## src/rtl/lemming_world.sv

```systemverilog
// Closed-loop environment for the lemming walker: turns walker status into
// ground/bump inputs while tracking position on a 1-D terrain of diggable columns.
module lemming_world #(
  parameter int               WIDTH      = 8,
  parameter int               DEPTH      = 8,
  parameter int               START_X    = 3,
  parameter logic [WIDTH-1:0] HOLE_MASK  = 8'b0100_0000,
  parameter int               MOVE_DIV   = 2,
  parameter int               DIG_CYCLES = 3,
  localparam int              XW         = $clog2(WIDTH),
  localparam int              YW         = $clog2(DEPTH + 1)
) (
  input  logic          clk,
  input  logic          reset,
  input  logic          walk_left,
  input  logic          walk_right,
  input  logic          aaah,
  input  logic          digging,
  output logic          ground,
  output logic          bump_left,
  output logic          bump_right,
  output logic [XW-1:0] pos_x,
  output logic [YW-1:0] pos_y,
  output logic          abyss,
  output logic          proto_err
);

  localparam int MW = (MOVE_DIV > 1) ? $clog2(MOVE_DIV) : 1;
  localparam int DW = (DIG_CYCLES > 1) ? $clog2(DIG_CYCLES) : 1;

  logic [XW-1:0] x;
  logic [YW-1:0] y;
  logic [YW-1:0] floor_q [WIDTH];
  logic [MW-1:0] move_cnt;
  logic [DW-1:0] dig_cnt;

  logic [YW-1:0] fl_here;
  logic [YW-1:0] fl_left;
  logic [YW-1:0] fl_right;
  logic          at_left_edge;
  logic          at_right_edge;

  always_comb begin
    at_left_edge  = (x == '0);
    at_right_edge = (x == XW'(WIDTH - 1));
    fl_here       = floor_q[x];
    fl_left       = '0;
    fl_right      = '0;
    if (!at_left_edge)  fl_left  = floor_q[x - 1'b1];
    if (!at_right_edge) fl_right = floor_q[x + 1'b1];
    ground     = (fl_here == y) && (fl_here != YW'(DEPTH));
    bump_left  = at_left_edge  || (fl_left  < y);
    bump_right = at_right_edge || (fl_right < y);
    abyss      = (y == YW'(DEPTH));
    pos_x      = x;
    pos_y      = y;
  end

  // Exactly one action class acts per cycle, in priority order; counters of
  // actions that did not run this cycle are cleared so partial progress never
  // survives an interruption.
  always_ff @(posedge clk) begin
    if (reset) begin
      x         <= XW'(START_X);
      y         <= '0;
      move_cnt  <= '0;
      dig_cnt   <= '0;
      proto_err <= 1'b0;
      for (int c = 0; c < WIDTH; c++)
        floor_q[c] <= HOLE_MASK[c] ? YW'(DEPTH) : '0;
    end else if (walk_left && walk_right) begin
      proto_err <= 1'b1;
      move_cnt  <= '0;
      dig_cnt   <= '0;
    end else if (walk_left || walk_right) begin
      dig_cnt <= '0;
      if (move_cnt == MW'(MOVE_DIV - 1)) begin
        move_cnt <= '0;
        if (walk_left && !bump_left)
          x <= x - 1'b1;
        else if (walk_right && !bump_right)
          x <= x + 1'b1;
      end else begin
        move_cnt <= move_cnt + 1'b1;
      end
    end else if (aaah) begin
      move_cnt <= '0;
      dig_cnt  <= '0;
      if (!ground && (y != YW'(DEPTH)))
        y <= y + 1'b1;
    end else if (digging && ground) begin
      move_cnt <= '0;
      if (dig_cnt == DW'(DIG_CYCLES - 1)) begin
        dig_cnt    <= '0;
        floor_q[x] <= fl_here + 1'b1;
      end else begin
        dig_cnt <= dig_cnt + 1'b1;
      end
    end else begin
      move_cnt <= '0;
      dig_cnt  <= '0;
    end
  end

endmodule
```

## config.mk

```make
export PLATFORM = sky130hd
export DESIGN_NAME = lemming_world
export DESIGN_NICKNAME = d
export VERILOG_FILES = /design/src/rtl/lemming_world.sv
export SDC_FILE = /design/constraint.sdc
export NUM_CORES = 1
export LEC_CHECK = 0
export ABC_AREA = 0
export BUFFER_PORTS_ARGS = -buffer_cell sky130_fd_sc_hd__buf_2
export CORE_AREA = 2 2 81 83
export CTS_CLUSTER_SIZE = 30
export DETAILED_ROUTE_END_ITERATION = 6
export DIE_AREA = 0 0 83 85
export GPL_ROUTABILITY_DRIVEN = 0
export HOLD_SLACK_MARGIN = 0.02
export PLACE_DENSITY_LB_ADDON = 0.25
export SYNTH_ARGS = -nofsm -noshare
export SYNTH_HDL_FRONTEND = slang
export SYNTH_SLANG_ARGS = --single-unit
```

## constraint.sdc

```tcl
create_clock -name clk -period 3.9 [get_ports clk]
set_clock_uncertainty 0.15 [all_clocks]
set_input_delay 0 -clock clk [delete_from_list [all_inputs] [get_ports clk]]
set_output_delay 0 -clock clk [all_outputs]
set_load 0.05 [all_outputs]
```

Word-level counts from Yosys, hierarchy flattened --
Memory sizes are Yosys's and may differ from the RTL's. A register that Yosys moved wholly into a read port is not among the register bits. Index checks and enable logic that the tools add are counted.
Word-level totals: memories kept 1, logic and storage cells 60, memory bits (writable) 32, ROM bits 0, bits of input ports 6, latch bits 0, bits in registers 11
Operators by class: muxes and demuxes 18, bitwise operators 3, shifts and indexed selects 0, multipliers 0, reductions and logical operators 19, add/sub/neg operators 6, $lt $le $gt $ge 2, equality and inequality tests 6, divide/modulo/power cells 0
Memory list:
- floor_q | words 8, width 4, read ports 3, clocked after Yosys merged registers in 1, write ports 8, line 33 | logic [YW-1:0] floor_q [WIDTH];
Operators by type and width (number):
- $mux W3 | 5
- $mux W4 | 3
- $mux W1 | 10
- $add A4 B1 Y4 const B | 2
- $lt A4 B4 Y1 | 2
- $ne A4 B4 Y1 const B | 2
- $reduce_and A4 Y1 | 2
- $reduce_or A4 Y1 | 2
- $logic_and A1 B1 Y1 | 6
- $reduce_or A6 Y1 | 1
- $eq A4 B4 Y1 | 1
- $eq A4 B4 Y1 const B | 1
- $add A3 B1 Y3 const B | 1
- $eq A3 B3 Y1 const B | 1
- $logic_not A1 Y1 | 3
- $logic_not A3 Y1 | 1
- $logic_or A1 B1 Y1 | 3
- $not A1 Y1 | 3
- $sub A3 B1 Y3 const B | 1
- $add A2 B1 Y2 const B | 1
- $eq A2 B2 Y1 const B | 1
- $reduce_bool A2 Y1 | 1
- $add A1 B1 Y1 const B | 1

Depth between registers and ports, before layout --
Gate-level depths: netlist of run 1.
depth after elaboration 11, mapped depth 15

Worst setup path after synthesis of run 1 --
OpenSTA, ideal clock, no wires.
kind flip-flop to flip-flop, from register x[0], in the netlist pos_x[0], to register (tool-made name), setup slack -245 ps, clock period less this slack 4145 ps, cell stages (with the launch flop) 16, path buffers 1, required time 3619 ps, arrival time 3864 ps, setup time 131 ps, cells stage by stage dfxtp_1 > buf_6 > inv_1 > ha_1 > xor2_2 > mux4_2 > mux2i_1 > nor2_1 > ha_1 > a21o_1 > a21oi_1 > nor2_1 > nor2_1 > nor2b_1 > o22ai_1 > a21oi_1
RTL lines:
- start: declaration | line 31 | logic [XW-1:0] x;
- start signal: assignment | line 64 | x <= XW'(START_X);
- start signal: assignment | line 80 | x <= x - 1'b1;
- start signal: assignment | line 82 | x <= x + 1'b1;

Worst setup path after layout of run 1 --
from register x[1], in the netlist pos_x[1], to register x[1], in the netlist pos_x[1]
On the way: longest elaborated chain between the ends 9, elaborated cells between the ends (all ways) 19
RTL lines (line):
- $sub A3 B1 Y3 / $add A3 B1 Y3 (equally long branches)
- $mem_v2 Z8 W4
- $mux W4 (on tied branches) | 49, 50
- $lt A4 B4 Y1 (on tied branches) | 52, 53
- $logic_or A1 B1 Y1 (on tied branches) | 52, 53
- $logic_not A1 Y1 (on tied branches) | 79, 81
- $logic_and A1 B1 Y1 (on tied branches) | 79, 81
- $reduce_bool A2 Y1 (no line)
- $reduce_and A4 Y1 (no line)
Several ways; a longest one is shown, not always the timed one. The select of a mux whose other input is x is not followed. A chain may end at the register's enable or synchronous reset.

==> flow_metrics.env, run 1 <==
export IMPL_r2r_start="pos_x[1]"
export IMPL_cts_tree="built"
export IMPL_rows=29
export IMPL_drc_errors=0
export IMPL_start_util_pct=48.9
export IMPL_layout_common_cells="nor2_1, edfxtp_1, mux2i_1"
export IMPL_fmax_ghz=0.276
export IMPL_critPathBufInv=1
export IMPL_dpl_cell_count=363
export IMPL_syn_inst=269
export IMPL_clock_sinks=46
export IMPL_cts_setup_buffers=0
export IMPL_worst_pin_slew_ns=0.774
export IMPL_coreArea_um2=6200
export IMPL_syn_area_per_cell_um2=11.3
export IMPL_arrival_ns=3.72
export IMPL_hpwlAfterDp_um=5570
export IMPL_vias_per_cell=5.95
export IMPL_multiInputGateArea_um2=1670
export IMPL_critPathRequiredTime_ns=3.99
export IMPL_status="finished clean"
export IMPL_fp_dieH_um=85
export IMPL_min_path_type="in -> reg"
export IMPL_num_vias=2249
export IMPL_rsz0062_at_grt="no"
export IMPL_path_common_cell="ha_1"
export IMPL_async_reset_ff_share_pct=0
export IMPL_cp_start_kind="flop"
export IMPL_clk_pin_slew_ns=0.09
export IMPL_die_area_um2=7060
export IMPL_syn_area_um2=3040
export IMPL_reg2regPathDepth=14
export IMPL_period_needed_ns=3.63
export IMPL_ys_seq_area_share_pct=40.9
export IMPL_ir_drop_uv=223
export IMPL_r2r_end="pos_x[1]"
export IMPL_cp_max_fo=6
export IMPL_finalCritPeriodShare_pct=93.0
export IMPL_instances_no_fill=378
export IMPL_antenna_found_initial=0
export IMPL_seqCellArea_um2=1240
export IMPL_drv_slew=0
export IMPL_relSlewSlack_pct=48.2
export IMPL_hold_start="digging"
export IMPL_syn_nets=290
export IMPL_max_cap_viol_count=0
export IMPL_max_stage_delay_ns=0.46
export IMPL_wl_um=7270
export IMPL_h_tree_depth=2
export IMPL_synth_edf_count=32
export IMPL_grt_pass1_vias=2289
export IMPL_fill_cells=556
export IMPL_r2r_slack_ns=0.27
export IMPL_track_usage_pct=21.6
export IMPL_io_pins=18
export IMPL_cts_buffers=5
export IMPL_slowest_stage="ha_1"
export IMPL_grt_max_degree=22
export IMPL_wl_per_cell_um=19.2
export IMPL_grt_pass1_wl_um=11800
export IMPL_synth_cell_types=44
export IMPL_finalSetupViolations=0
export IMPL_n_antenna_cell=0
export IMPL_area_delta_synth_final_pct=11.0
export IMPL_tns_ns=0
export IMPL_drive_gt1_share_pct=20.6
export IMPL_leakage_nw=1.44
export IMPL_insertion_delay_ns=0.31
export IMPL_hold_end="dig_cnt[1]"
export IMPL_crit_chain="ha_1 -> ha_1 -> buf_4 -> mux4_2 -> mux2i_1 -> nor2_1 -> ha_1 -> o21a_1 -> o21ai_0 -> a221o_1 -> or3_1 -> mux2i_1 -> nor2_1 -> o21bai_1"
export IMPL_critPathTopFamily="adder cells"
export IMPL_port_buffers=17
export IMPL_cts_resized=0
export IMPL_yosysWarnings=0
export IMPL_ant_nets=0
export IMPL_powerDensity_nw_per_um2=461
export IMPL_dieWidth_um=83
export IMPL_dr_pass1_iters=5
export IMPL_ctsLongestPathBuffers=2
export IMPL_final_common_cell="nor2_1"
export IMPL_critical_path_class="reg -> reg"
export IMPL_first_iter_violations=138
export IMPL_ys_seq_elements=46
export IMPL_final_nets=321
export IMPL_grt_ovfl_total=0
export IMPL_critPathCaptureType="flop"
export IMPL_min_path_cells=4
export IMPL_clockRootBuffer="clkbuf_8"
export IMPL_synthFlopType="edfxtp_1"
export IMPL_hold_viol=0
==> cell families (layout without fill, tap and decap cells) <==
kind of cell / after synthesis / after routing / synth area share [%]
fa+ha+maj: 15 / 15 / 6.18
flops: 46 / 46 / 40.9
compound gates: 36 / 36 / 8.41
simple gates: 101 / 101 / 17.1
mux: 44 / 44 / 21.6
buf+inv: 22 / 54 / 4.04
xor+xnor: 5 / 5 / 1.69
==> power by group <==
| group | total [mW] | internal (mW) | leakage (nW) | switching (mW) |
|---|---|---|---|---|
| Clock | 0.304 | 0.127 | 0.0417 | 0.177 |
| Sequential | 0.573 | 0.544 | 0.440 | 0.0290 |
| Combinational | 0.675 | 0.260 | 0.963 | 0.415 |
==> how the worst max path moves through the flow <==
stage | from | to | cells past startpoint
final | pos_x[1] | pos_x[1] | 14
after detailed placement | pos_x[1] | flop | 13
after CTS | pos_x[1] | pos_x[1] | 14
after global placement | pos_x[1] | pos_x[0] | 13
after global routing | pos_x[1] | pos_x[2] | 14
after floorplan | pos_x[1] | flop | 14
==> final cells by class <==
cell class / count / share of cell area (%)
clock buffer: 6 / 2.15
timing repair buffer: 33 / 6.61
inverter: 13 / 1.45
tap: 77 / 2.86
multi-input combinational: 201 / 49.7
clock inverter: 2 / 0.408
sequential: 46 / 36.9
==> per-stage QoR <==
step                      utilization, %  setup WS (ns)  total power, mW  hold slack, ns  area (um^2)
after floorplan                        -         0.0412             1.09        -0.00939         3040
after global placement              51.8          0.410             1.24           0.156         3210
after detailed placement            51.8          0.325             1.25           0.160         3210
after CTS                           54.3          0.273             1.56          0.0585         3370
after global routing                54.3         0.0717             1.63          0.0963         3370
final                               54.3          0.273             1.55          0.0649         3370
==> cell usage after synthesis, drive strengths merged (3+ instances only) <==
library cell | instances | area share [%]
a21o | 5 | 1.2
a21oi | 12 | 2.1
a22oi | 6 | 1.5
and2 | 3 | 0.62
and3 | 5 | 1.0
buf | 6 | 2.1
clkbuf | 3 | 0.37
dfxtp | 14 | 9.2
edfxtp | 32 | 32
ha | 15 | 6.2
inv | 13 | 1.6
mux2i | 27 | 8.9
mux4 | 17 | 13
nand2 | 7 | 0.87
nand2b | 10 | 2.1
nand3 | 9 | 1.5
nor2 | 42 | 5.2
nor2b | 4 | 0.82
nor3 | 6 | 0.99
nor4 | 4 | 0.82
o21bai | 4 | 0.99
or2 | 5 | 1.0
xor2 | 3 | 1.1
==> timing repair <==
| action | 4_1_cts | 5_1_grt |
|---|---|---|
| endpoints found under the setup margin | 0 | 0 |
| hold buffers | 7 | 0 |
| hold endpoints to repair | 9 | 0 |
==> worst register-to-register path, delay by kind of cell, from the launching register on <==
family / cells / cell delay [ns]
adder cells (fa/ha/maj): 3 / 0.93
multiplexers: 3 / 0.71
buffers and inverters: 1 / 0.20
AND/OR/NAND/NOR: 3 / 0.59
flip-flops: 1 / 0.36
AO/OA/AOI/OAI: 4 / 0.59
==> sequential cells by signal, summed over array words and instances (netlist names), named ones only <==
name	cells
move_cnt	1
floor_q	32
proto_err	1
dig_cnt	2
pos_y	4
pos_x	3
==> metal layers <==
| layer | wire length (um) | track usage (%) | vias up | part of all wire (%) |
|---|---|---|---|---|
| li1 | - | - | 1059 | - |
| met1 | 3180 | 29.1 | 1106 | 44 |
| met2 | 3500 | 34.9 | 69 | 48 |
| met3 | 406 | 3.50 | 15 | 5.6 |
| met4 | 182 | 9.39 | 0 | 2.5 |
| met5 | 0 | 0 | - | 0 |
Note: power is estimated with default switching activity, not from simulation.
==> run 2: changes to the inputs <==
Settings changed: PLACE_DENSITY_LB_ADDON 0.25 to 0.2.
==> run 2 against run 1 <==
Routed wire length shrank 4.1%. Die area unchanged. Global-route usage shrank 0.57 points. Clock power up 1%. Critical path type unchanged. Power shrank 0.56%. Flip-flop and latch count is the same.
==> flow_metrics.env, run 2 (synthesis results as in run 1) <==
export IMPL_busiest_layer="met2"
export IMPL_n_antenna_cell=0
export IMPL_num_vias=2198
export IMPL_drv_slew=0
export IMPL_port_buffers=17
export IMPL_worst_pin_slew_ns=0.765
export IMPL_hold_viol=0
export IMPL_slowest_stage="dfxtp_1"
export IMPL_clk_pin_slew_ns=0.09
export IMPL_clockRootBuffer="clkbuf_8"
export IMPL_status="finished clean"
export IMPL_dpl_cell_count=359
export IMPL_grt_pass1_vias=2175
export IMPL_wl_um=6970
export IMPL_powerDensity_nw_per_um2=461
export IMPL_max_stage_delay_ns=0.43
export IMPL_largest_register="floor_q"
export IMPL_vias_per_cell=5.88
export IMPL_grt_pass1_wl_um=11600
export IMPL_rsz0062_at_grt="no"
export IMPL_area_delta_synth_final_pct=10.3
export IMPL_critPathCaptureType="flop"
export IMPL_critPathTopFamily="compound AO/OA/AOI/OAI gates"
export IMPL_grt_max_degree=22
export IMPL_finalSetupViolations=0
export IMPL_rows=29
export IMPL_antenna_found_initial=0
export IMPL_finalCritPeriodShare_pct=93.6
export IMPL_start_util_pct=48.9
export IMPL_largest_reg_flops=32
export IMPL_cts_tree="built"
export IMPL_h_tree_depth=2
export IMPL_dieWidth_um=83
export IMPL_leakage_nw=1.43
export IMPL_drive_gt1_share_pct=20.2
export IMPL_layout_common_cells="nor2_1, edfxtp_1, mux2i_1"
export IMPL_coreArea_um2=6200
export IMPL_instances_no_fill=374
export IMPL_period_needed_ns=3.65
export IMPL_dr_pass1_iters=4
export IMPL_wl_per_cell_um=18.6
export IMPL_met1_usage_pct=28.0
export IMPL_final_common_cell="nor2_1"
export IMPL_ant_nets=0
export IMPL_ctsLongestPathBuffers=2
export IMPL_critPathBufInv=1
export IMPL_comb_power_share_pct=42.5
export IMPL_critical_path_class="reg -> reg"
export IMPL_insertion_delay_ns=0.30
export IMPL_hpwlAfterDp_um=5300
export IMPL_max_cap_viol_count=0
export IMPL_ir_drop_uv=261
export IMPL_relSlewSlack_pct=48.9
export IMPL_min_path_type="in -> reg"
export IMPL_crit_chain="inv_1 -> ha_1 -> xor2_2 -> mux4_2 -> mux2i_1 -> nor2_1 -> ha_1 -> a21o_1 -> a21oi_1 -> nor2_1 -> o2111ai_1 -> o21ai_0 -> o22ai_1 -> a21oi_1"
export IMPL_track_usage_pct=21.0
export IMPL_fp_dieH_um=85
export IMPL_first_iter_violations=187
export IMPL_cts_buffers=5
export IMPL_io_pins=18
export IMPL_arrival_ns=3.68
export IMPL_final_nets=317
export IMPL_p_sw_mw=0.620
export IMPL_hold_ws_ns=0.0937
export IMPL_pwr_share_seq_pct=37.6
export IMPL_cp_start_kind="flop"
export IMPL_cp_max_fo=7
export IMPL_tns_ns=0
export IMPL_fmax_ghz=0.274
export IMPL_cts_setup_buffers=0
export IMPL_die_area_um2=7060
export IMPL_critPathRequiredTime_ns=3.93
export IMPL_clkPwrFrac_pct=20.0
export IMPL_p_int_mw=0.924
export IMPL_grt_ovfl_total=0
export IMPL_grt_util_met3_pct=4.57
export IMPL_p_sw_share_pct=40.1
export IMPL_drc_errors=0
export IMPL_gr_usage_met2_pct=34.8
export IMPL_clock_sinks=46
[run 2: routing by layer]
metal	up-vias	wire length (um)
met5	-	0
met3	9	474
met1	1053	2970
met4	0	117
li1	1056	-
met2	80	3400
[run 2: worst paths after layout]
kind | from | end | slack [ns] | cells past startpoint
worst min register to register | dig_cnt[0] | dig_cnt[0] | 0.28 | 1
worst max register to register | pos_x[1] | flop | 0.25 | 14
worst max-delay path | pos_x[1] | flop | 0.25 | 14
worst min-delay path | digging | dig_cnt[1] | 0.09 | 4
[run 2: worst register-to-register path, cell delays in order (launching register included)]
cell and delay [ns]:
dfxtp_1 0.43, inv_1 0.12, ha_1 0.26, xor2_2 0.39
mux4_2 0.37, mux2i_1 0.25, nor2_1 0.07, ha_1 0.29
a21o_1 0.16, a21oi_1 0.14, nor2_1 0.07, o2111ai_1 0.42
o21ai_0 0.14, o22ai_1 0.19, a21oi_1 0.09
[run 2: timing repair]
action | 4_1_cts | 5_1_grt
setup endpoints to repair | 0 | 6
gates resized for setup | 0 | 1
hold endpoints to repair | 11 | 0
hold buffers | 7 | 0
[run 2: cell type report]
class	count	area, um^2
clock inverters	3	22.5
flip-flops and latches	46	1240
well taps	77	96.3
multi-input cells	201	1680
clock buffers	5	68.8
inverters	13	48.8
repair buffers	29	193
fillers	531	2860
[run 2: power groups by stage]
| stage | registers [mW] | clock network [mW] | logic (mW) |
|---|---|---|---|
| 2_1_floorplan | 0.601 | 0 | 0.486 |
| 3_3_place_gp | 0.591 | 0 | 0.637 |
| 3_5_place_dp | 0.591 | 0 | 0.640 |
| 4_1_cts | 0.580 | 0.315 | 0.650 |
| 5_1_grt | 0.585 | 0.330 | 0.709 |
| 6_report | 0.580 | 0.308 | 0.655 |
[run 2: per-stage QoR]
| step | cell area [um^2] | util [%] | setup WS [ns] | power, mW |
|---|---|---|---|---|
| CTS | 3350 | 53.9 | 0.148 | 1.55 |
| finish | 3350 | 54.0 | 0.251 | 1.54 |
| global placement | 3180 | 51.3 | 0.216 | 1.23 |
| global route | 3350 | 54.0 | 0.0213 | 1.62 |
| floorplan | 3040 | - | 0.0412 | 1.09 |
| detailed placement | 3180 | 51.3 | 0.179 | 1.23 |
==> run 3: changes to the inputs <==
Settings changed: GPL_ROUTABILITY_DRIVEN 0 to unset.
Clock period 3.9 ns to 3.2 ns, I/O delays scaled along.
==> run 3 against run 2 <==
The flow now finishes with violations (negative setup slack). First-iteration DRC count is 4.3% lower. Routed wire length is 9.5% higher. Register-to-register slack worse by 0.33 ns. Clock-buffer cell count is 1 higher. Combinational power is 53% higher. Maximum frequency is 11% higher. Power is 39% higher. Design area is 9.3% higher. Hold slack better by 0.046 ns. Sequential power is 21% higher. Clock power is 42% higher. Critical path type unchanged. Largest cell class unchanged.
==> flow_metrics.env, run 3 (synthesis results as in run 1) <==
export IMPL_track_usage_pct=21.8
export IMPL_num_vias=2357
export IMPL_dr_pass1_iters=5
export IMPL_h_tree_depth=2
export IMPL_cp_max_fo=6
export IMPL_grt_pass1_wl_um=11700
export IMPL_rsz0062_at_grt="yes"
export IMPL_top_layer="met4"
export IMPL_final_common_cell="nor2_1"
export IMPL_io_pins=18
export IMPL_r2r_start="pos_x[1]"
export IMPL_ant_nets=0
export IMPL_relSlewSlack_pct=70.9
export IMPL_drv_slew=0
export IMPL_critPathBufInv=0
export IMPL_max_stage_delay_ns=0.49
export IMPL_hold_end="dig_cnt[1]"
export IMPL_dieWidth_um=83
export IMPL_status="finished with violations"
export IMPL_clock_sinks=46
export IMPL_met1Wirelength_um=3290
export IMPL_grt_ovfl_total=0
export IMPL_grt_max_degree=22
export IMPL_clockRootBuffer="clkbuf_8"
export IMPL_place_congestion=0.877
export IMPL_cts_buffers=5
export IMPL_instances_no_fill=394
export IMPL_min_path_type="in -> reg"
export IMPL_violations="negative setup slack"
export IMPL_p_sw_mw=0.804
export IMPL_crit_chain="ha_4 -> ha_4 -> mux4_2 -> mux2i_1 -> nor2_1 -> ha_1 -> o21a_1 -> o21ai_1 -> a221o_2 -> or3_4 -> mux2i_1 -> nor2_1 -> o21bai_1"
export IMPL_min_path_cells=4
export IMPL_area_delta_synth_final_pct=20.6
export IMPL_met2_wirelength_um=3690
export IMPL_wl_um=7630
export IMPL_layout_common_cells="nor2_1, edfxtp_1, mux2i_1"
export IMPL_wl_per_cell_um=19.4
export IMPL_finalCritPeriodShare_pct=103
export IMPL_setup_ws_ns=-0.0814
export IMPL_largest_register="floor_q"
export IMPL_pwr_share_seq_pct=32.8
export IMPL_p_int_mw=1.34
export IMPL_grt_pass1_vias=2177
export IMPL_drive_gt1_share_pct=30.9
export IMPL_clkPwrFrac_pct=20.5
export IMPL_finalSetupViolations=6
export IMPL_n_antenna_cell=0
export IMPL_critPathCaptureType="flop"
export IMPL_final_nets=337
export IMPL_rows=29
export IMPL_hold_viol=0
export IMPL_start_util_pct=48.9
export IMPL_dpl_cell_count=375
export IMPL_hpwlAfterDp_um=5630
export IMPL_insertion_delay_ns=0.30
export IMPL_arrival_ns=3.36
export IMPL_cts_tree="built"
export IMPL_critPathRequiredTime_ns=3.28
export IMPL_antenna_found_initial=0
export IMPL_comb_power_share_pct=46.7
export IMPL_drc_errors=0
export IMPL_port_buffers=17
export IMPL_r2r_slack_ns=-0.08
export IMPL_worst_pin_slew_ns=0.435
export IMPL_r2r_end="pos_x[1]"
export IMPL_fp_dieH_um=85
export IMPL_largest_reg_flops=32
export IMPL_ir_drop_uv=373
export IMPL_powerDensity_nw_per_um2=585
export IMPL_critPathTopFamily="multiplexers"
export IMPL_die_area_um2=7060
export IMPL_cp_start_kind="flop"
export IMPL_ctsLongestPathBuffers=2
export IMPL_slowest_stage="mux4_2"
export IMPL_max_cap_viol_count=0
export IMPL_post_route_util_pct=59.0
export IMPL_reg2regPathDepth=13
export IMPL_vias_per_cell=5.98
export IMPL_leakage_nw=1.57
export IMPL_critical_path_class="reg -> reg"
export IMPL_fmax_ghz=0.305
export IMPL_coreArea_um2=6200
export IMPL_hold_start="digging"
export IMPL_period_needed_ns=3.28
export IMPL_first_iter_violations=179
export IMPL_clk_pin_slew_ns=0.09
export IMPL_met3_length_um=423
export IMPL_p_sw_share_pct=37.5
## run 3: cell count changes in the layout (fill, tap and decap cells not counted), moves of 3 or more
cell	before	now
buf_4	5	22
a22oi_1	6	2
a22oi_2	0	4
a21oi_1	11	8
a21oi_2	1	4
## run 3: routing by layer
metal | track usage [%] | vias to the layer above
li1 | - | 1095
met1 | 29.3 | 1153
met2 | 36.1 | 88
met3 | 3.21 | 21
met4 | 7.90 | 0
met5 | 0 | -
## run 3: worst max path at each step
| stage | start | to | slack (ns) | cells past startpoint |
|---|---|---|---|---|
| floorplan | pos_x[0] | pos_x[1] | -0.33 | 14 |
| global placement | pos_x[1] | pos_x[1] | -0.06 | 14 |
| detailed placement | pos_x[1] | pos_x[1] | -0.13 | 14 |
| CTS | pos_x[1] | pos_x[1] | -0.06 | 13 |
| global route | pos_x[0] | flop | -0.22 | 13 |
| finish | pos_x[1] | pos_x[1] | -0.08 | 13 |
## run 3: per-stage QoR
stage          setup slack (ns)  setup TNS, ns  instance area, um^2  power [mW]  hold slack (ns)
2_1_floorplan            -0.330          -1.91                 3090        1.35         -0.00939
3_3_place_gp            -0.0603         -0.330                 3360        1.61            0.155
3_5_place_dp             -0.131         -0.537                 3360        1.61            0.175
4_1_cts                 -0.0575        -0.0951                 3550        2.07            0.118
5_1_grt                  -0.216          -1.05                 3660        2.24            0.180
6_report                -0.0814         -0.254                 3660        2.14            0.139
## run 3: area by class of cell
type	instances	area, um^2
clock buffers	6	72.6
clock inverters	2	37.5
fillers	517	2540
inverters	13	48.8
multi-input cells	201	1780
flip-flops and latches	46	1250
well taps	77	96.3
repair buffers	49	373
## run 3: worst min-delay path, delay by kind of cell
family	cells	cell delay (ns)
AND/OR/NAND/NOR	3	0.45
buffers and inverters	1	0.10
## run 3: power by group through the flow
stage,logic (mW),clock network (mW),registers [mW]
floorplan,0.618,0,0.736
global placement,0.894,0,0.716
detailed placement,0.898,0,0.717
CTS,0.920,0.447,0.703
global route,1.07,0.462,0.707
finish,1.00,0.438,0.703
## run 3: what timing repair did
item,CTS,global route
gates resized for setup,2,17
endpoints found under the hold margin,8,0
setup buffers,0,4
hold buffers,7,0
endpoints found under the setup margin,7,39
pin swaps,6,2
